[src/rtl/stream_pkg.sv]
// Shared identifiers and types for the two-input stream merge.
package stream_pkg;

  localparam logic ID_S0 = 1'b0;
  localparam logic ID_S1 = 1'b1;

  // Bit N is the request/grant of input N.
  typedef logic [1:0] req_t;

endpackage

[src/rtl/rr_arb2.sv]
// Combinational two-way round-robin arbiter with an optional packet lock.
module rr_arb2
  import stream_pkg::*;
(
  input  req_t req_i,
  input  logic ptr_i,
  input  logic lock_i,
  input  logic lock_id_i,
  output req_t gnt_o
);

  always_comb begin
    gnt_o = '0;
    if (lock_i) begin
      gnt_o[lock_id_i] = req_i[lock_id_i];
    end else begin
      unique case (req_i)
        2'b01:   gnt_o = 2'b01;
        2'b10:   gnt_o = 2'b10;
        // Contention: favour the input that was not served last.
        2'b11:   gnt_o = (ptr_i == ID_S0) ? 2'b10 : 2'b01;
        default: gnt_o = '0;
      endcase
    end
  end

endmodule

[src/rtl/stream_rr_merge.sv]
// Two-input round-robin stream merge with a forward-registered output stage.
// Define STREAM_RR_MERGE_LAST_LOCK_EN to hold the grant for a whole packet (until last).
module stream_rr_merge
  import stream_pkg::*;
#(
  parameter int unsigned DATA_WD = 32
) (
  input  logic               clk,
  input  logic               rst,
  input  logic [DATA_WD-1:0] s0_data,
  input  logic               s0_last,
  input  logic               s0_valid,
  output logic               s0_ready,
  input  logic [DATA_WD-1:0] s1_data,
  input  logic               s1_last,
  input  logic               s1_valid,
  output logic               s1_ready,
  output logic [DATA_WD-1:0] m_data,
  output logic               m_last,
  output logic               m_id,
  output logic               m_valid,
  input  logic               m_ready
);

  logic [DATA_WD-1:0] m_data_q, m_data_d;
  logic               m_last_q, m_last_d;
  logic               m_id_q, m_id_d;
  logic               m_valid_q, m_valid_d;
  logic               rr_ptr_q, rr_ptr_d;

  logic               lock;
  logic               lock_id;
  logic               load;
  logic               fire;
  logic               gid;
  logic [DATA_WD-1:0] sel_data;
  logic               sel_last;
  req_t               req;
  req_t               gnt;

  // Only path from m_ready to the input readies.
  assign load = !m_valid_q || m_ready;
  assign req  = {s1_valid, s0_valid};

  rr_arb2 u_arb (
    .req_i     (req),
    .ptr_i     (rr_ptr_q),
    .lock_i    (lock),
    .lock_id_i (lock_id),
    .gnt_o     (gnt)
  );

  assign s0_ready = load && gnt[0];
  assign s1_ready = load && gnt[1];
  assign fire     = load && (gnt != '0);
  assign gid      = gnt[1] ? ID_S1 : ID_S0;
  assign sel_data = gnt[1] ? s1_data : s0_data;
  assign sel_last = gnt[1] ? s1_last : s0_last;

  always_comb begin
    m_data_d  = m_data_q;
    m_last_d  = m_last_q;
    m_id_d    = m_id_q;
    m_valid_d = m_valid_q;
    rr_ptr_d  = rr_ptr_q;
    if (fire) begin
      m_data_d  = sel_data;
      m_last_d  = sel_last;
      m_id_d    = gid;
      m_valid_d = 1'b1;
      rr_ptr_d  = gid;
    end else if (load) begin
      m_valid_d = 1'b0;
    end
  end

  always_ff @(posedge clk or posedge rst) begin
    if (rst) begin
      m_data_q  <= '0;
      m_last_q  <= 1'b0;
      m_id_q    <= ID_S0;
      m_valid_q <= 1'b0;
      rr_ptr_q  <= ID_S0;
    end else begin
      m_data_q  <= m_data_d;
      m_last_q  <= m_last_d;
      m_id_q    <= m_id_d;
      m_valid_q <= m_valid_d;
      rr_ptr_q  <= rr_ptr_d;
    end
  end

`ifdef STREAM_RR_MERGE_LAST_LOCK_EN
  logic lock_q, lock_d;
  logic lock_id_q, lock_id_d;

  always_comb begin
    lock_d    = lock_q;
    lock_id_d = lock_id_q;
    if (fire) begin
      lock_d    = !sel_last;
      lock_id_d = gid;
    end
  end

  always_ff @(posedge clk or posedge rst) begin
    if (rst) begin
      lock_q    <= 1'b0;
      lock_id_q <= ID_S0;
    end else begin
      lock_q    <= lock_d;
      lock_id_q <= lock_id_d;
    end
  end

  assign lock    = lock_q;
  assign lock_id = lock_id_q;
`else
  assign lock    = 1'b0;
  assign lock_id = ID_S0;
`endif

  assign m_data  = m_data_q;
  assign m_last  = m_last_q;
  assign m_id    = m_id_q;
  assign m_valid = m_valid_q;

endmodule
[config.mk]
export PLATFORM = sky130hd
export DESIGN_NAME = stream_rr_merge
export DESIGN_NICKNAME = d
export VERILOG_FILES = /design/src/rtl/stream_pkg.sv /design/src/rtl/rr_arb2.sv /design/src/rtl/stream_rr_merge.sv
export SDC_FILE = /design/constraint.sdc
export NUM_CORES = 1
export LEC_CHECK = 0
export CORE_MARGIN = 5
export CORE_UTILIZATION = 42
export CTS_BUF_LIST = sky130_fd_sc_hd__clkbuf_4
export CTS_CLUSTER_SIZE = 28
export DETAILED_ROUTE_END_ITERATION = 8
export GPL_TIMING_DRIVEN = 0
export HOLD_SLACK_MARGIN = 0.03
export PLACE_DENSITY = 0.87
export SLEW_MARGIN = 20
export SYNTH_ARGS = -nofsm -noshare
export SYNTH_HDL_FRONTEND = slang
export SYNTH_SLANG_ARGS = --single-unit
[constraint.sdc]
create_clock -name clk -period 4.4 [get_ports clk]
set_input_delay 1.1 -clock clk [delete_from_list [all_inputs] [get_ports clk]]
set_output_delay 1.1 -clock clk [all_outputs]
set_load 0.03 [all_outputs]
After elaboration in Yosys (flattened, before gate mapping):

Cells that the tools add are included.

* eq/ne operators: 3
* mux-type cells: 7
* reductions and logical operators: 7

Operator list (number)
* $mux W32: 1
* $pmux W2 S3: 1
* $eq A2 B2 Y1 const B: 2
* $mux W1: 4
* $reduce_bool A2 Y1: 2
* $logic_and A1 B1 Y1: 3
* $eq A2 B1 Y1 const B: 1
* $mux W2: 1
* $logic_not A1 Y1: 1
* $logic_or A1 B1 Y1: 1

* flip-flop bits (word level): 35
* logic and storage cells: 21

Longest topological paths before layout:

Gate-level depths: netlist of the first run.

* depth after elaboration: 5
* depth in mapped cells: 6

By module:

Synthesis of the first run repeated with hierarchy kept, for this count alone.

* cells, all modules: 125
* area total of the unflattened synthesis: 1950.6 µm²

Modules (own cells, without submodules)
* stream_rr_merge: times used 1, cells each 119, area each 1914.3 µm², seq. area each 875.8 µm²
* rr_arb2: times used 1, cells each 6, area each 36.3 µm², seq. area each 0.0 µm²

Worst setup path before layout of the first run:

OpenSTA, ideal clock, no wires.

* path type: input-to-output
* from: input m_ready
* to: output s0_ready
* arrival: 2.234 ns
* setup slack: 1.066 ns
* stages: 5
* path buffers: 2
* cell sequence: nand2b_1 > buf_2 > clkbuf_1 > nand2_1 > a21oi_1

* cells in the longest elaborated chain, start to end: 2

Ends and longest elaborated chain
* start, declared: RTL line stream_rr_merge.sv:22 `input logic m_ready`
* $logic_or A1 B1 Y1: RTL line stream_rr_merge.sv:42 `assign load = !m_valid_q || m_ready;`
* $logic_and A1 B1 Y1: RTL line stream_rr_merge.sv:53 `assign s0_ready = load && gnt[0];`
* end, declared: RTL line stream_rr_merge.sv:13 `output logic s0_ready,`

Every way passes these cells.

Final worst setup path of the first run:

* from: input s1_valid
* to: output s1_ready

* cells in the longest elaborated chain, start to end: 3
* elaborated cells between the ends (all ways): 5
* classes of those cells: eq/ne: 3; mux: 1; reduce/logical: 1

Ends and longest elaborated chain
* start, declared: RTL line stream_rr_merge.sv:16 `input logic s1_valid,`
* $eq A2 B2 Y1 / $eq A2 B1 Y1 (equally long branches): RTL line rr_arb2.sv:17 `unique case (req_i)`
* $pmux W2 S3 (*): RTL line rr_arb2.sv:17
* $logic_and A1 B1 Y1 (*): RTL line stream_rr_merge.sv:54 `assign s1_ready = load && gnt[1];`
* end, declared: RTL line stream_rr_merge.sv:17 `output logic s1_ready,`

Every way passes the cells marked *; elsewhere a longest branch is shown, timed or not.

==> qor_table.md, run 1 <==
| Metric | Reported | Unit |
|---|---|---|
| Synth Area per Inst | 9.44 | um^2 |
| Status | completed | - |
| Post-synthesis share of cell area spent on xor and xnor gates | 0 | % |
| Class of the tightest hold or removal check | flip-flop to flip-flop | - |
| Part of the cycle the worst path needs | 95.8 | % |
| Worst ir drop on vdd | 0.000191 | V |
| Seq/Total Area, Yosys | 46.6 | % |
| Highest-count cells in the layout ignoring fill and taps | sky130_fd_sc_hd__clkdlybuf4s50_1, sky130_fd_sc_hd__nand2_1, sky130_fd_sc_hd__a21oi_1, sky130_fd_sc_hd__dfrtp_1, sky130_fd_sc_hd__a31oi_2 | - |
| Total I/O pin count | 108 | - |
| Crit. Startpoint | s1_valid | - |
| Clock transition at the registers of the reported paths | 100 | ps |
| Leading cell type in the layout, fill and taps excluded | sky130_fd_sc_hd__clkdlybuf4s50_1 | - |
| Effective utilization at floorplan | 43.2 | % |
| Mux contribution to synthesized area | 0 | % |
| Area inside the core boundary | 4350 | um^2 |
| Internal Power | 0.650 | mW |
| Post-Place Cell Area | 3020 | um^2 |
| Minimum clock period | 4220 | ps |
| CTS Buf Count | 5 | - |
| Fraction of power consumed by the clock network | 16.1 | % |
| Count of nets left with antenna violations after detail routing | 0 | - |
| Width of the chip | 76.9 | um |
| Final hold viol count | 0 | - |
| Total power per unit cell area | 338 | nW/um^2 |
| Adder and majority cell fraction of the synthesized area | 0 | % |
| Max Root-Sink Buffers | 2 | - |
| Full die area | 5910 | um^2 |
| DRC viols | 0 | - |
| Wirelength per Cell | 15.7 | um |
| Netlist Area Pre-Place | 1880 | um^2 |
| Fmax | 0.237 | GHz |
| Delay of the slowest cell on the worst path | 660 | ps |
| Post-synthesis simple-gate area fraction | 15.2 | % |
| Final-stage net count | 383 | - |
| Length in cells of the worst reg-to-reg path | 5 | - |
| Share of Yosys cell area claimed by the top area cell type | 46.6 | % |
| Leading cell types by total area after synthesis | sky130_fd_sc_hd__dfrtp_1, sky130_fd_sc_hd__a31oi_2, sky130_fd_sc_hd__nand2_1, sky130_fd_sc_hd__a21oi_1, sky130_fd_sc_hd__buf_6 | - |
| Startpoint type of the worst setup path | primary input | - |
| Total iterations of the first detailed-routing run | 4 | - |
| Critical path endpoint | s1_ready | - |
| Total global routing overflow | 0 | - |
| Gpl congestion | 0.749 | - |
| Synthesis-to-finish area growth | 62.7 | % |
| Cells after DPL | 358 | - |
| Relative slew margins | 50.2 | % |
| Non-filler cells in the finished layout | 363 | - |
| Pin count of the biggest net entering global routing | 36 | - |
| Post-CTS setup repair buffer count | 0 | - |
| Worst R2R Start | m_valid | - |
| Count of endpoints failing setup in the final report | 0 | - |
| HPWL Detailed | 4370 | um |
| Aggregate routed wire length | 5710 | um |
| Die Y-Extent | 76.9 | um |
| Syn. warnings | 0 | - |
| Share of post-route cells with drive strength above 1 | 15.4 | % |
| Switching power summed over all nets | 0.383 | mW |
| Routed via count divided by cell count | 5.09 | - |
| Final setup skew | 3.66 | ps |
| Synthesized net count | 270 | - |
| Total count of max-transition violations in the final report | 0 | - |
| PostCTS Resize Cnt | 0 | - |
| Data arrival, critical path | 3120 | ps |
| Hold Path Stages | 2 | - |
| Compound-gate portion of the synthesized area | 31.8 | % |
| Worst Setup Path Type | primary input to output pin | - |
| Net switching share of the total power | 37.1 | % |
| Largest area contributor in the netlist | sky130_fd_sc_hd__dfrtp_1 | - |
| Flops & latches, synth | 35 | - |
| First-pass GRT wire length | 9210 | um |
| Cell variety after synth | 16 | - |
| Setup WS post-layout | 185 | ps |
| Total Negative Setup Slacks | 0 | ps |
| Combined global-route utilization of all metal layers | 19.5 | % |
| Critical path, cell by cell | clkdlybuf4s50_1 -> a21boi_2 -> clkbuf_2 -> and2_1 -> clkdlybuf4s50_1 | - |
| Most repeated library cell on the critical path | sky130_fd_sc_hd__clkdlybuf4s50_1 | - |
| Number of input and output port buffers inserted | 107 | - |
| Hold bufs inserted after CTS | 0 | - |
| CTS H-tree depth | 2 | - |
| Number of vias after detailed routing | 1846 | - |
| Terminus of the critical flop-to-flop path | m_data[6] | - |
| Number of antenna cells inserted | 0 | - |
| Worst Max-Slew Pin Slew | 746 | ps |
| Post-synthesis cell count | 199 | - |
| Pre-CTS WS | 32.9 | ps |
| Endpoint kind of the worst setup timing path | output pin | - |
| Final Instance Area | 3060 | um^2 |
| Initial antenna violation count | 0 | - |
| Maximum net fanout on the critical path | 10 | - |
| TritonCTS clock tree | yes | - |
| Fraction of power consumed by combinational cells | 44.8 | % |
| Endpoint required time on the critical path | 3300 | ps |
| Number of max-cap violations | 0 | - |
| Worst setup slack for register-to-register paths | 2780 | ps |
| Drt first-iter violations | 67 | - |
| Largest family of logic cells by synthesized area | compound AO/OA/AOI/OAI gates | - |
| Clock Sink Count | 35 | - |
| Total leakage power | 1.19 | nW |
| Number of rows in the core area | 24 | - |
| Register share of total power | 39.1 | % |
| Critical path's slowest cell | sky130_fd_sc_hd__clkdlybuf4s50_1 | - |
| Via count of the first global-routing pass | 1843 | - |
| Clock network latency to the later pin of the worst-skew pair | 320 | ps |
| Clk Tree Root Cell | sky130_fd_sc_hd__clkbuf_4 | - |
| Setup repair after global routing missed its margin | no | - |
[final cells by class]
type,count,area [um^2]
Clock buffer,6,45.0
Fill cell,350,1300
Timing Repair Buffer,107,1070
Inverter,2,7.51
Buffer,18,111
Sequential cell,35,876
Tap cell,52,65.1
Multi-Input combinational cell,143,882
[layer usage]
layer | vias to the layer above | GRT usage, % | wire length, um
li1 | 913 | - | -
met3 | 8 | 6.21 | 446
met4 | 0 | 6.99 | 105
met2 | 67 | 34.0 | 2970
met5 | - | 0 | 0
met1 | 858 | 22.2 | 2180
[per-stage QoR]
step	total power [mW]	hold WS, ps	util (%)
after global routing	1.09	585	70.2
after CTS	1.05	561	70.3
final	1.03	557	70.2
after global placement	0.868	527	69.3
after detailed placement	0.879	539	69.3
after floorplan	0.666	705	-
[flip-flops by register name, indices dropped and copies added, names as in the netlist]
register  flops
m_data       32
m_last        1
m_valid       1
rr_ptr_q      1
[power by group through the flow]
stage / registers, mW / clock network, mW / logic [mW]
global placement: 0.408 / 0 / 0.461
global route: 0.412 / 0.188 / 0.493
finish: 0.404 / 0.166 / 0.463
detailed placement: 0.411 / 0 / 0.468
floorplan: 0.517 / 0 / 0.149
CTS: 0.404 / 0.172 / 0.469
[cells in the mapped netlist, drive strengths merged]
master and instances:
a21bo 1, nand2b 2, and2 2, or2 1, clkbuf 12, a21boi 1, dfrtp 35, nand2 67
buf 7, a21oi 35, inv 2, a31oi 34
[worst min-delay path by stage]
stage,from,endpoint
4_1_cts,m_data[8],m_data[8]
2_1_floorplan,m_data[28],m_data[28]
3_5_place_dp,m_data[18],m_data[18]
6_report,m_data[8],m_data[8]
5_1_grt,m_data[11],m_data[11]
3_3_place_gp,m_data[29],m_data[29]
[critical path, delay by kind of cell]
family,cells,cell delay (ps)
and+or+nand+nor,1,160
AOI/OAI and AO/OA,1,360
buffers and inverters,3,1490
[cell families after synthesis]
family	Yosys count
compound gates	71
buf+inv	21
simple gates	72
flops	35
Power figures use the tool's default switching activity.
==> inputs of run 2 (changes only) <==
- CAP_MARGIN: default -> 30
==> results of run 2 <==
Final layout, timing and power as in run 1 (identical DEF).
==> inputs of run 3 (changes only) <==
- GPL_TIMING_DRIVEN: 0 -> default
==> qor_table.md, run 3 (synthesis results as in run 1) <==
| Metric | Reported | Unit | vs previous |
|---|---|---|---|
| Endpoint required time on the critical path | 3300 | ps | about the same |
| Delay of the slowest cell on the worst path | 450 | ps | was 660 ps |
| Share of post-route cells with drive strength above 1 | 15.7 | % | was 15.4% |
| Startpoint type of the worst setup path | primary input | - | unchanged |
| Number of max-cap violations | 0 | - | unchanged |
| Worst Setup Path Type | primary input to output pin | - | unchanged |
| Fmax | 0.288 | GHz | was 0.237 GHz |
| Post-route core utilization | 68.5 | % | was 70.2% |
| Number of antenna cells inserted | 0 | - | unchanged |
| TritonCTS clock tree | yes | - | unchanged |
| Worst ir drop on vdd | 0.000165 | V | was 0.000191 V |
| Minimum clock period | 3470 | ps | was 4220 ps |
| Largest delay contributor family on the critical path | buffers and inverters | - | unchanged |
| Data arrival, critical path | 2370 | ps | was 3120 ps |
| PostCTS Resize Cnt | 0 | - | unchanged |
| Highest-count cells in the layout ignoring fill and taps | sky130_fd_sc_hd__clkdlybuf4s50_1, sky130_fd_sc_hd__nand2_1, sky130_fd_sc_hd__a21oi_1, sky130_fd_sc_hd__dfrtp_1, sky130_fd_sc_hd__a31oi_2 | - | unchanged |
| Routed via count divided by cell count | 5.35 | - | was 5.09 |
| Worst Path Buf+Inv | 2 | - | was 3 |
| Total Negative Setup Slacks | 0 | ps | unchanged |
| Endpoint kind of the worst setup timing path | output pin | - | unchanged |
| Total I/O pin count | 108 | - | unchanged |
| Critical path, cell by cell | clkdlybuf4s50_1 -> nand2b_1 -> nand2_1 -> a21oi_1 -> buf_4 | - | was clkdlybuf4s50_1 -> a21boi_2 -> clkbuf_2 -> and2_1 -> clkdlybuf4s50_1 |
| Clock network latency to the later pin of the worst-skew pair | 330 | ps | was 320 ps |
| Total count of max-transition violations in the final report | 0 | - | unchanged |
| Cells after DPL | 343 | - | was 358 |
| Gpl congestion | 0.718 | - | was 0.749 |
| Clock Sink Count | 35 | - | unchanged |
| Crit. Startpoint | m_ready | - | was s1_valid |
| Full die area | 5910 | um^2 | unchanged |
| Total iterations of the first detailed-routing run | 4 | - | unchanged |
| Max Root-Sink Buffers | 2 | - | unchanged |
| Clk Tree Root Cell | sky130_fd_sc_hd__clkbuf_4 | - | unchanged |
| Post-CTS setup repair buffer count | 0 | - | unchanged |
| Class of the tightest hold or removal check | flip-flop to flip-flop | - | unchanged |
| DRC viols | 0 | - | unchanged |
| CTS H-tree depth | 2 | - | unchanged |
| Die Y-Extent | 76.9 | um | unchanged |
| Non-filler cells in the finished layout | 351 | - | was 363 |
| Setup repair after global routing missed its margin | no | - | unchanged |
| Final hold viol count | 0 | - | unchanged |
| Aggregate routed wire length | 5690 | um | was 5710 um |
| Effective utilization at floorplan | 43.2 | % | unchanged |
| Worst Max-Slew Pin Slew | 638 | ps | was 746 ps |
| Total global routing overflow | 0 | - | unchanged |
| Final Instance Area | 2980 | um^2 | was 3060 um^2 |
| Hold bufs inserted after CTS | 0 | - | unchanged |
| Count of endpoints failing setup in the final report | 0 | - | unchanged |
| Part of the cycle the worst path needs | 78.9 | % | was 95.8% |
| Wirelength per Cell | 16.2 | um | was 15.7 um |
| Clock transition at the registers of the reported paths | 110 | ps | was 100 ps |
| First-pass GRT wire length | 9050 | um | was 9210 um |
| Post-Place Cell Area | 2930 | um^2 | was 3020 um^2 |
| Post-layout power | 1.04 | mW | was 1.03 mW |
| Final setup skew | 4.43 | ps | was 3.66 ps |
| Number of vias after detailed routing | 1878 | - | was 1846 |
| Combined global-route utilization of all metal layers | 19.1 | % | was 19.5% |
| Drt first-iter violations | 120 | - | was 67 |
| Critical path's slowest cell | sky130_fd_sc_hd__clkdlybuf4s50_1 | - | unchanged |
| Total power per unit cell area | 347 | nW/um^2 | was 338 nW/um^2 |
| Number of rows in the core area | 24 | - | unchanged |
| Pin count of the biggest net entering global routing | 36 | - | unchanged |
| Hold Startpoint | m_data[11] | - | was m_data[8] |
| Relative slew margins | 57.5 | % | was 50.2% |
| Number of input and output port buffers inserted | 107 | - | unchanged |
| HPWL Detailed | 4070 | um | was 4370 um |
| Worst R2R Start | m_valid | - | unchanged |
| Count of nets left with antenna violations after detail routing | 0 | - | unchanged |
| Width of the chip | 76.9 | um | unchanged |
| Final-stage net count | 369 | - | was 383 |
| Max FFs per register | 32 | - | unchanged |
| Area inside the core boundary | 4350 | um^2 | unchanged |
| Status | completed | - | unchanged |
| Leading cell type in the layout, fill and taps excluded | sky130_fd_sc_hd__clkdlybuf4s50_1 | - | unchanged |
| Maximum net fanout on the critical path | 12 | - | was 10 |
| CTS Buf Count | 5 | - | unchanged |
| Total leakage power | 1.16 | nW | was 1.19 nW |
| Synthesis-to-finish area growth | 58.8 | % | was 62.7% |
| Via count of the first global-routing pass | 1838 | - | was 1843 |
| Initial antenna violation count | 0 | - | unchanged |
## run 3: where the power goes
part           switching [mW]  total [mW]  internal, mW
logic                   0.247       0.451         0.204
registers              0.0303       0.404         0.374
clock network           0.112       0.180        0.0679
total                   0.389        1.04         0.646
## run 3: path summary, 6_finish.rpt
path	depth (start not counted)	slack [ps]	to
setup / recovery	5	930	s0_ready
hold / removal	2	560	m_data[11]
setup reg to reg	4	2380	m_data[19]
hold reg to reg	2	560	m_data[11]
max in group asynchronous	3	2910	m_data[8]
min in group asynchronous	3	1160	m_data[17]
## run 3: worst reg2reg max path, delay by kind of cell (launching register included)
kind                   cells  cell delay [ps]
and+or+nand+nor            2              910
buffers and inverters      1              400
DFF                        1              400
AOI/OAI and AO/OA          1              180
## run 3: cell type report
cell class / instances / area, um^2
clock buffers: 6 / 45.0
flip-flops and latches: 35 / 876
clock inverters: 2 / 12.5
repair buffers: 111 / 1100
multi-input cells: 143 / 882
well taps: 52 / 65.1
inverters: 2 / 7.51
fillers: 357 / 1370
## run 3: routing by layer
layer,part of all wire (%),GRT usage (%),vias up
met5,0,0,-
li1,-,-,891
met3,7.2,5.27,8
met4,1.9,6.99,0
met1,37,20.6,902
met2,53,35.1,77
## run 3: through the flow
stage / setup slack [ps] / hold WS, ps
after floorplan: 1070 / 705
after global placement: 997 / 530
after detailed placement: 933 / 540
after CTS: 925 / 565
after global routing: 842 / 589
final: 926 / 563
